## src/rtl/lock_controller.sv

```systemverilog
// ============================================================================
// Module   : lock_controller
// Brief    : Drives the physical lock from detector match / attempt strobes.
//            It opens the lock for a timed window, counts consecutive
//            failures, and forces a timed lockout with an alarm pulse.
//            Optional feature macro: MANUAL_RELOCK_EN (lockReq closes early).
// Revision : 1.0 - initial release
// ============================================================================
`default_nettype none

module lock_controller #(
  parameter int UNLOCK_CYCLES  = 16,
  parameter int MAX_FAILS      = 3,
  parameter int LOCKOUT_CYCLES = 64
) (
  input  logic       clk,
  input  logic       asyncReset,
  input  logic       detectIn,
  input  logic       attemptDone,
  input  logic       lockReq,
  output logic       unlocked,
  output logic       lockoutActive,
  output logic [3:0] failCount,
  output logic       alarm
);

  localparam int C_MAX_CYCLES = (UNLOCK_CYCLES > LOCKOUT_CYCLES) ? UNLOCK_CYCLES : LOCKOUT_CYCLES;
  localparam int C_TW         = $clog2(C_MAX_CYCLES + 1);

  localparam logic [C_TW-1:0] C_UNLOCK_LOAD  = C_TW'(UNLOCK_CYCLES);
  localparam logic [C_TW-1:0] C_LOCKOUT_LOAD = C_TW'(LOCKOUT_CYCLES);
  localparam logic [C_TW-1:0] C_TIMER_ONE    = C_TW'(1);
  localparam logic [3:0]      C_MAX_FAILS    = 4'(MAX_FAILS);

  typedef enum logic [1:0] {
    ST_LOCKED   = 2'd0,
    ST_UNLOCKED = 2'd1,
    ST_LOCKOUT  = 2'd2
  } state_e;

  state_e          state_q;
  logic [C_TW-1:0] timer_q;
  logic [3:0]      fail_q;
  logic            unlocked_q;
  logic            lockout_q;
  logic            alarm_q;

  logic [3:0]      w_fail_inc;
  logic            w_relock;

  assign w_fail_inc = fail_q + 4'd1;

`ifdef MANUAL_RELOCK_EN
  assign w_relock = lockReq;
`else
  logic w_unused_lockreq;
  assign w_unused_lockreq = lockReq;
  assign w_relock         = 1'b0;
`endif

  always_ff @(posedge clk or posedge asyncReset) begin
    if (asyncReset) begin
      state_q    <= ST_LOCKED;
      timer_q    <= '0;
      fail_q     <= '0;
      unlocked_q <= 1'b0;
      lockout_q  <= 1'b0;
      alarm_q    <= 1'b0;
    end else begin
      alarm_q <= 1'b0;
      case (state_q)
        ST_LOCKED: begin
          // A match wins over a coincident attempt strobe.
          if (detectIn) begin
            state_q    <= ST_UNLOCKED;
            timer_q    <= C_UNLOCK_LOAD;
            fail_q     <= '0;
            unlocked_q <= 1'b1;
          end else if (attemptDone) begin
            if (w_fail_inc >= C_MAX_FAILS) begin
              state_q   <= ST_LOCKOUT;
              timer_q   <= C_LOCKOUT_LOAD;
              fail_q    <= C_MAX_FAILS;
              lockout_q <= 1'b1;
              alarm_q   <= 1'b1;
            end else begin
              fail_q <= w_fail_inc;
            end
          end
        end
        ST_UNLOCKED: begin
          if (w_relock || timer_q <= C_TIMER_ONE) begin
            if (!w_relock && detectIn) begin
              timer_q <= C_UNLOCK_LOAD;
            end else begin
              state_q    <= ST_LOCKED;
              timer_q    <= '0;
              unlocked_q <= 1'b0;
            end
          end else if (detectIn) begin
            timer_q <= C_UNLOCK_LOAD;
          end else begin
            timer_q <= timer_q - C_TIMER_ONE;
          end
        end
        ST_LOCKOUT: begin
          if (timer_q <= C_TIMER_ONE) begin
            state_q   <= ST_LOCKED;
            timer_q   <= '0;
            fail_q    <= '0;
            lockout_q <= 1'b0;
          end else begin
            timer_q <= timer_q - C_TIMER_ONE;
          end
        end
        default: begin
          state_q    <= ST_LOCKED;
          timer_q    <= '0;
          fail_q     <= '0;
          unlocked_q <= 1'b0;
          lockout_q  <= 1'b0;
        end
      endcase
    end
  end

  assign unlocked      = unlocked_q;
  assign lockoutActive = lockout_q;
  assign failCount     = fail_q;
  assign alarm         = alarm_q;

endmodule

`default_nettype wire

```

## config.mk

```make
export PLATFORM = sky130hd
export DESIGN_NAME = lock_controller
export DESIGN_NICKNAME = d
export VERILOG_FILES = /design/src/rtl/lock_controller.sv
export SDC_FILE = /design/constraint.sdc
export NUM_CORES = 1
export LEC_CHECK = 0
export ABC_CLOCK_PERIOD_IN_PS = 1800
export BUFFER_PORTS_ARGS = -buffer_cell sky130_fd_sc_hd__buf_2
export CAP_MARGIN = 10
export CORE_ASPECT_RATIO = 0.9
export CORE_MARGIN = 4
export CORE_UTILIZATION = 50
export DETAILED_ROUTE_END_ITERATION = 10
export PLACE_DENSITY = 0.82
export SKIP_LAST_GASP = 1
export SYNTH_ARGS = -nofsm -noshare
export SYNTH_HDL_FRONTEND = slang
export SYNTH_SLANG_ARGS = --single-unit
```

## constraint.sdc

```tcl
create_clock -name clk -period 1.8 [get_ports clk]
set_input_delay 0.54 -clock clk [delete_from_list [all_inputs] [get_ports clk]]
set_output_delay 0.54 -clock clk [all_outputs]
set_load 0.03 [all_outputs]
```

==> impl_metrics.toml, run 1 <==
[setup_path]
crit_type = "reg2reg"
start_kind = "register"
path_delay_family = "simple AND/OR/NAND/NOR gates"
cp.required_ns = 1.98
critPathCaptureType = "register"
r2r_start = "timer_q[2]$_DFFE_PP0P_"
reg2reg_to = "timer_q[5]$_DFFE_PP0P_"
r2r_slack_ns = -0.006
slowest_stage = "or4_4"
reg2reg_depth = 4
endpoint = "timer_q[5]$_DFFE_PP0P_"
cp_cell_sequence = "or4_4 > o32ai_4 > nor4_1 > a211o_1"
cp.depth = 4
crit_start = "timer_q[2]$_DFFE_PP0P_"
cp_num_buf_inv = 0
crit_arrival_ns = 1.99
slowest_delay_ns = 0.58
worstPathMaxFanout = 7

[power]
leakagePower_nw = 0.560
max-vdd-ir-drop_mv = 0.758
power_density_nw_per_um2 = 1480
p_total_mw = 1.70

[clocking]
cts_sinks = 16
insertion_delay_ns = 0.29
htreeDepth = 1
clk_path_buf_depth = 2
cts_inserted_buffers = 3
path_clk_slew_ns = 0.10
hold_buffers = 0
tritoncts = "done"
root_buffer = "clkbuf_4"

[routing]
num_vias = 796
drt_wl_total_um = 2000
drc = 0
antenna_left = 0
dr.pass1.iters = 4
via_per_inst = 5.85
wire_per_inst_um = 14.7
first_iter_violations = 8

[finish]
stdcell_count = 136
diodes = 0
fin_area_um2 = 1150
utilization = 0.655
fill_cells = 152
area_growth_pct = 18.8
layout.nets = 122
layout-drive-gt1-share = 0.330

[timing]
fmaxAchievable_mhz = 554
period_needed_ns = 1.81
finalCritPeriodShare = 1.00
slew_viol_final = 0
finClkSkew_ns = 0.00448
setup_tns_ns = -0.00601
setup_viol = 2
rsz0062_at_grt = "true"
fin_ws_ns = -0.00567
finalHoldViolCount = 0
max_slew.worst_pin.slew_ns = 0.629
relSlewSlack = 0.580
whs_ns = 0.314

[placed_design]
dpl_worst_slack_ns = -0.0178
io_buffer_count = 10
post-place-cells = 131
globalplace.congestion = 0.758
hpwl_um = 1450
place_area_um2 = 1090

[floorplanning]
die_area_um2 = 2700
num_rows = 14
die_w_um = 54.3
fp.coreArea_um2 = 1750
ios = 12
start_util = 0.551
die_y_um = 49.7

[global_route]
grt_pass1_vias = 797
grt_pass1_wl_um = 3430
grt_start_max_net_pins = 17
grtUsageMet2 = 0.283
antenna_found_initial = 0
busiest_layer = "met2"
grt_usage = 0.172
use_met3 = 0.0301
grt_overflow_total = 0
grtUsageMet1 = 0.212

[run_status]
failed_checks = "setup timing"
status = "finished, violations left"

[synthesis]
synth_cell_types = 37
yosysWarnings = 0
ys_ff_latch = 16
synth.area.top_cells = "dfrtp_1, ha_1, nor3b_1, clkbuf_8, o32ai_4"
yosysSeqAreaShare = 0.415
synth_fp_nets = 102
syn_area_um2 = 966
synthCells = 93
yosysTopAreaCellShare = 0.415
synth.avg_cell_area_um2 = 10.4
yosys.area.top_type = "dfrtp_1"

[job]
max_cap_viol_count = 0

[min_path]
min_path_type = "in2async"
[layer usage]
| layer | share of wire | wire length, um |
|---|---|---|
| met5 | 0 | 0 |
| met4 | 0.0095 | 19 |
| met3 | 0.032 | 64 |
| met2 | 0.51 | 1020 |
| met1 | 0.45 | 898 |
[sequential cells by signal (all words and copies together) (netlist names)]
| signal | count |
|---|---|
| unlocked | 1 |
| alarm | 1 |
| lockoutActive | 1 |
| failCount | 4 |
| state_q | 2 |
| timer_q | 7 |
[cells in the mapped netlist]
library cell  count
nand3b_1          1
o21bai_1          1
a31oi_1           2
ha_1              4
o21ai_0           3
and2b_2           1
xnor2_1           2
nand2_1           2
nand3_1           2
a41o_1            1
and3_1            2
nor3_2            1
o22a_1            1
dfrtp_1          16
a211o_1           3
nor3_1            3
nor2_1            4
nor4_1            2
a311oi_1          1
o21ba_2           1
o32ai_4           1
nand2b_1          3
or4_4             1
a21bo_2           1
a22o_1            2
nor3b_1           4
inv_1             6
nor2b_1           2
clkbuf_8          2
and2_1            3
or4_2             2
o31ai_1           1
o2bb2ai_1         2
a21oi_1           5
a21o_1            3
nand4_1           1
or3_2             1
[cell type report]
cell class                      count  area [um^2]  area share
Sequential cell                    16          403       0.351
Tap cell                           24         30.0      0.0262
Inverter                            6         22.5      0.0196
Clock buffer                        4         36.3      0.0316
Timing Repair Buffer               17          103      0.0894
Multi-Input combinational cell     69          553       0.482
[cell families (layout without fill, tap and decap cells)]
group	after synthesis	in the layout	share of synthesized area
and+or+nand+nor	35	35	0.229
AOI/OAI and AO/OA	28	28	0.234
DFF	16	16	0.415
buffers and inverters	8	27	0.0518
adders and majority gates	4	4	0.0518
xor gates and xnor gates	2	2	0.0181
[cells in the final DEF (no fill, tap or decap), types with 3 or more instances in the layout]
| cell | instances |
|---|---|
| inv_1 | 6 |
| and2_1 | 3 |
| buf_2 | 10 |
| a21oi_1 | 3 |
| a21o_1 | 3 |
| nor3b_1 | 4 |
| a211o_1 | 3 |
| dfrtp_1 | 14 |
| clkbuf_4 | 3 |
| nor3_1 | 3 |
| buf_4 | 7 |
| nand2b_1 | 3 |
| nor2_1 | 3 |
| ha_1 | 4 |
[worst min path at each step]
stage | from | endpoint | slack, ns | cells past startpoint
final | asyncReset | timer_q[6]$_DFFE_PP0P_ | 0.31 | 2
after global routing | asyncReset | timer_q[6]$_DFFE_PP0P_ | 0.38 | 2
after CTS | asyncReset | timer_q[6]$_DFFE_PP0P_ | 0.34 | 2
after detailed placement | lockoutActive$_DFFE_PP0P_ | lockoutActive$_DFFE_PP0P_ | 0.46 | 1
after global placement | lockoutActive$_DFFE_PP0P_ | lockoutActive$_DFFE_PP0P_ | 0.45 | 1
after floorplan | asyncReset | alarm$_DFF_PP0_ | 0.45 | 1
[report_power, final]
part	leakage (nW)	internal [mW]	switching (mW)	total, mW
clock	0.0210	0.123	0.119	0.242
combinational	0.336	0.406	0.454	0.860
sequential	0.203	0.466	0.132	0.598
[worst reg2reg max path, delay by kind of cell, from the launching register on]
| kind | cells | cell delay [ns] |
|---|---|---|
| flops | 1 | 0.39 |
| compound gates | 2 | 0.63 |
| simple gates | 2 | 0.68 |
[timing repair]
action | CTS | global route
resized for setup | 1 | 4
pin swaps | 1 | 2
setup endpoints to repair | 4 | 13
buffers inserted | 0 | 1
(Power assumes the default switching activity.)
==> run 2: changes to the inputs <==
--- a/config.mk
+++ b/config.mk
@@ -10,9 +10,10 @@
 export CAP_MARGIN = 10
 export CORE_ASPECT_RATIO = 0.9
 export CORE_MARGIN = 4
-export CORE_UTILIZATION = 50
+export CORE_UTILIZATION = 31
 export DETAILED_ROUTE_END_ITERATION = 10
-export PLACE_DENSITY = 0.82
+export PLACE_DENSITY = 0.59
+export REMOVE_ABC_BUFFERS = 1
 export SKIP_LAST_GASP = 1
 export SYNTH_ARGS = -nofsm -noshare
 export SYNTH_HDL_FRONTEND = slang
==> impl_metrics.toml, run 2 (same netlist as run 1, synthesis figures left out) <==
[setup_path]
crit_type = "reg2reg"
slowest_delay_ns = 0.57
critPathCaptureType = "register"
reg2reg_depth = 5
cp_cell_sequence = "or4_4 > o32ai_4 > buf_4 > a21oi_1 > a21o_1"
path_delay_family = "simple AND/OR/NAND/NOR gates"
cp_num_buf_inv = 1
r2r_start = "timer_q[2]$_DFFE_PP0P_"
crit_arrival_ns = 1.98
worstPathMaxFanout = 6
reg2reg_to = "timer_q[3]$_DFFE_PP0P_"
slowest_stage = "or4_4"
cp.required_ns = 1.99
r2r_slack_ns = 0.02
start_kind = "register"

[power]
leakagePower_nw = 0.609
power_density_nw_per_um2 = 1440
max-vdd-ir-drop_mv = 0.513
p_total_mw = 1.72

[global_route]
grt_pass1_wl_um = 3510
grt_usage = 0.116
use_met3 = 0.0389
antenna_found_initial = 0
grtUsageMet1 = 0.130
grt_overflow_total = 0
grt_start_max_net_pins = 17
grtUsageMet2 = 0.219
grt_pass1_vias = 803
busiest_layer = "met2"

[clocking]
tritoncts = "done"
cts_sinks = 16
root_buffer = "clkbuf_4"
hold_buffers = 0
clk_path_buf_depth = 2
htreeDepth = 1
cts_inserted_buffers = 3
path_clk_slew_ns = 0.10
insertion_delay_ns = 0.29

[routing]
wire_per_inst_um = 13.1
drc = 0
dr.pass1.iters = 4
drt_wl_total_um = 2110
antenna_left = 0
via_per_inst = 5.06
num_vias = 815
first_iter_violations = 45

[timing]
setup_viol = 0
slew_viol_final = 0
finalCritPeriodShare = 0.991
rsz0062_at_grt = "true"
finalHoldViolCount = 0
setup_tns_ns = 0
finClkSkew_ns = 0.00113
max_slew.worst_pin.slew_ns = 0.651
period_needed_ns = 1.78
fmaxAchievable_mhz = 561
relSlewSlack = 0.565

[placed_design]
globalplace.congestion = 0.783
hpwl_um = 1610
io_buffer_count = 10
place_area_um2 = 1140
post-place-cells = 155

[finish]
layout.nets = 131
largest_register = "timer_q"
final_cell_mix = "dfrtp_1, buf_4, buf_2"
diodes = 0
layout-drive-gt1-share = 0.331
stdcell_count = 161
fin_area_um2 = 1200
largest_register_ffs = 7
fill_cells = 289
area_growth_pct = 24.4

[floorplanning]
fp.coreArea_um2 = 2860
die_y_um = 61.0
die_area_um2 = 4070
ios = 12
start_util = 0.338
die_w_um = 66.8
num_rows = 18

[run_status]
status = "completed"

[job]
max_cap_viol_count = 0

[min_path]
min_path_type = "in2async"
==> run 2: worst max-delay path by stage <==
stage	end	slack, ns	startpoint	depth (start not counted)
2_1_floorplan	timer_q[2]$_DFFE_PP0P_	-0.33	failCount[0]$_DFFE_PP0P_	5
3_5_place_dp	timer_q[1]$_DFFE_PP0P_	-0.1	failCount[0]$_DFFE_PP0P_	6
6_report	timer_q[3]$_DFFE_PP0P_	0.02	timer_q[2]$_DFFE_PP0P_	5
4_1_cts	timer_q[3]$_DFFE_PP0P_	0.007	timer_q[2]$_DFFE_PP0P_	5
3_3_place_gp	timer_q[4]$_DFFE_PP0P_	-0.05	failCount[0]$_DFFE_PP0P_	6
5_1_grt	timer_q[2]$_DFFE_PP0P_	-0.05	timer_q[2]$_DFFE_PP0P_	4
==> run 2: stage by stage <==
step           setup WS, ns  utilization  hold WS, ns
4_1_cts             0.00740        0.419        0.340
3_3_place_gp        -0.0490        0.400        0.454
3_5_place_dp        -0.0969        0.400        0.462
2_1_floorplan        -0.328            -        0.454
6_report             0.0164        0.420        0.321
5_1_grt             -0.0544        0.420        0.374
==> run 2: power by group <==
part / switching, mW / internal, mW / total, mW
logic: 0.448 / 0.455 / 0.903
registers: 0.114 / 0.463 / 0.577
clock network: 0.122 / 0.123 / 0.245
==> run 2: final cells by class <==
| cell class | instances | area [um^2] | area share |
|---|---|---|---|
| multi-input combinational | 69 | 522 | 0.434 |
| clock buffer | 4 | 36.3 | 0.0302 |
| sequential | 16 | 400 | 0.333 |
| tap | 40 | 50.0 | 0.0417 |
| timing repair buffer | 26 | 170 | 0.142 |
| inverter | 6 | 22.5 | 0.0188 |
==> run 2: layer usage <==
metal  routed length, um  vias up  share of wire
met1                 970      396           0.46
li1                    -      406              -
met4                   0        0              0
met3                  72        0          0.034
met5                   0        -              0
met2                1070       13           0.51
==> run 2: what timing repair did <==
| item | in CTS | in global routing |
|---|---|---|
| pin swaps | 2 | 0 |
| gates resized for setup | 1 | 1 |
| setup endpoints to repair | 9 | 6 |
| buffers inserted | 2 | 0 |
==> run 3: changes to the inputs <==
--- a/config.mk
+++ b/config.mk
@@ -5,14 +5,14 @@
 export SDC_FILE = /design/constraint.sdc
 export NUM_CORES = 1
 export LEC_CHECK = 0
-export ABC_CLOCK_PERIOD_IN_PS = 1800
+export ABC_CLOCK_PERIOD_IN_PS = 2300
 export BUFFER_PORTS_ARGS = -buffer_cell sky130_fd_sc_hd__buf_2
 export CAP_MARGIN = 10
 export CORE_ASPECT_RATIO = 0.9
 export CORE_MARGIN = 4
 export CORE_UTILIZATION = 31
 export DETAILED_ROUTE_END_ITERATION = 10
-export PLACE_DENSITY = 0.59
+export PLACE_DENSITY = 0.57
 export REMOVE_ABC_BUFFERS = 1
 export SKIP_LAST_GASP = 1
 export SYNTH_ARGS = -nofsm -noshare
==> constraint.sdc (replaced) <==
create_clock -name clk -period 2.3 [get_ports clk]
set_input_delay 0.69 -clock clk [delete_from_list [all_inputs] [get_ports clk]]
set_output_delay 0.69 -clock clk [all_outputs]
set_load 0.1 [all_outputs]
==> impl_metrics.toml, run 3 (same netlist as run 1, synthesis figures left out) <==
[floorplanning]
die_area_um2 = 4070
num_rows = 18
start_util = 0.338
die_w_um = 66.8
die_y_um = 61.0
fp.coreArea_um2 = 2860
ios = 12

[finish]
fin_area_um2 = 1080
final_cell_mix = "dfrtp_1, buf_2, inv_1"
layout.nets = 116
area_growth_pct = 12.0
diodes = 0
utilization = 0.378
stdcell_count = 146
largest_register_ffs = 7
final_common_cell = "dfrtp_1"
layout-drive-gt1-share = 0.226
largest_register = "timer_q"

[power]
power_density_nw_per_um2 = 1240
max-vdd-ir-drop_mv = 0.584
leakagePower_nw = 0.531
p_total_mw = 1.35

[routing]
drc = 0
wire_per_inst_um = 13.1
num_vias = 759
dr.pass1.iters = 4
first_iter_violations = 37
antenna_left = 0
drt_wl_total_um = 1910
via_per_inst = 5.20

[clocking]
cts_inserted_buffers = 3
post_cts_buffers = 0
insertion_delay_ns = 0.29
htreeDepth = 1
root_buffer = "clkbuf_4"
cts_sinks = 16
tritoncts = "done"
hold_buffers = 0
clk_path_buf_depth = 2
path_clk_slew_ns = 0.10
cts_resized = 0

[setup_path]
worstPathMaxFanout = 7
path_delay_family = "simple AND/OR/NAND/NOR gates"
cp.depth = 6
cp_cell_sequence = "inv_1 > ha_1 > or4_2 > a31oi_1 > buf_4 > o2bb2ai_1"
reg2reg_to = "timer_q[1]$_DFFE_PP0P_"
critPathCaptureType = "register"
slowest_delay_ns = 0.69
reg2reg_depth = 6
crit_arrival_ns = 2.24
crit_type = "reg2reg"
start_kind = "register"
cp.required_ns = 2.52
r2r_slack_ns = 0.27
slowest_stage = "or4_2"
cp_num_buf_inv = 2
endpoint = "timer_q[1]$_DFFE_PP0P_"
crit_start = "failCount[0]$_DFFE_PP0P_"
r2r_start = "failCount[0]$_DFFE_PP0P_"

[global_route]
grt_overflow_total = 0
grt_pass1_vias = 741
grt_start_max_net_pins = 17
grt_pass1_wl_um = 3330
antenna_found_initial = 0
grt_usage = 0.107

[placed_design]
io_buffer_count = 10
globalplace.congestion = 0.727
place_area_um2 = 1050
dpl_worst_slack_ns = 0.299
hpwl_um = 1420
post-place-cells = 142

[timing]
fin_ws_ns = 0.273
finalCritPeriodShare = 0.881
slew_viol_final = 0
relSlewSlack = 0.570
period_needed_ns = 2.03
rsz0062_at_grt = "false"
finalHoldViolCount = 0
setup_viol = 0
max_slew.worst_pin.slew_ns = 0.644
fmaxAchievable_mhz = 493
finClkSkew_ns = 0.00409

[min_path]
min_path_type = "in2async"

[run_status]
status = "completed"

[job]
max_cap_viol_count = 0
-- run 3: cell count changes in the layout (fill, tap and decap cells not counted), sizes merged --
cell and delta:
buf -15
-- run 3: final cells by class --
class	instances	area, um^2
Clock buffer	4	36.3
Multi-Input combinational cell	69	515
Sequential cell	16	400
Tap cell	40	50.0
Timing Repair Buffer	11	57.6
Fill cell	306	1780
Inverter	6	22.5
-- run 3: metal layers --
metal  track usage  vias to the layer above  part of all wire
met5             0                        -                 0
met1         0.139                      373              0.48
met4       0.00870                        0                 0
met3        0.0389                        0             0.039
li1              -                      372                 -
met2         0.178                       14              0.48
-- run 3: through the flow --
stage / hold slack [ns] / TNS (ns)
after global routing: 0.523 / 0
after global placement: 0.462 / 0
final: 0.472 / 0
after floorplan: 0.512 / -2.21
after CTS: 0.491 / 0
after detailed placement: 0.473 / 0
-- run 3: worst min-delay path by stage --
stage | from | endpoint | slack, ns
global route | asyncReset | timer_q[0]$_DFFE_PP0P_ | 0.52
global placement | lockoutActive$_DFFE_PP0P_ | lockoutActive$_DFFE_PP0P_ | 0.46
CTS | asyncReset | timer_q[0]$_DFFE_PP0P_ | 0.49
finish | asyncReset | timer_q[0]$_DFFE_PP0P_ | 0.47
detailed placement | lockoutActive$_DFFE_PP0P_ | lockoutActive$_DFFE_PP0P_ | 0.47
floorplan | timer_q[1]$_DFFE_PP0P_ | timer_q[1]$_DFFE_PP0P_ | 0.51
-- run 3: power breakdown --
group	internal [mW]	switching [mW]
combinational	0.253	0.415
sequential	0.362	0.124
clock	0.0964	0.0946
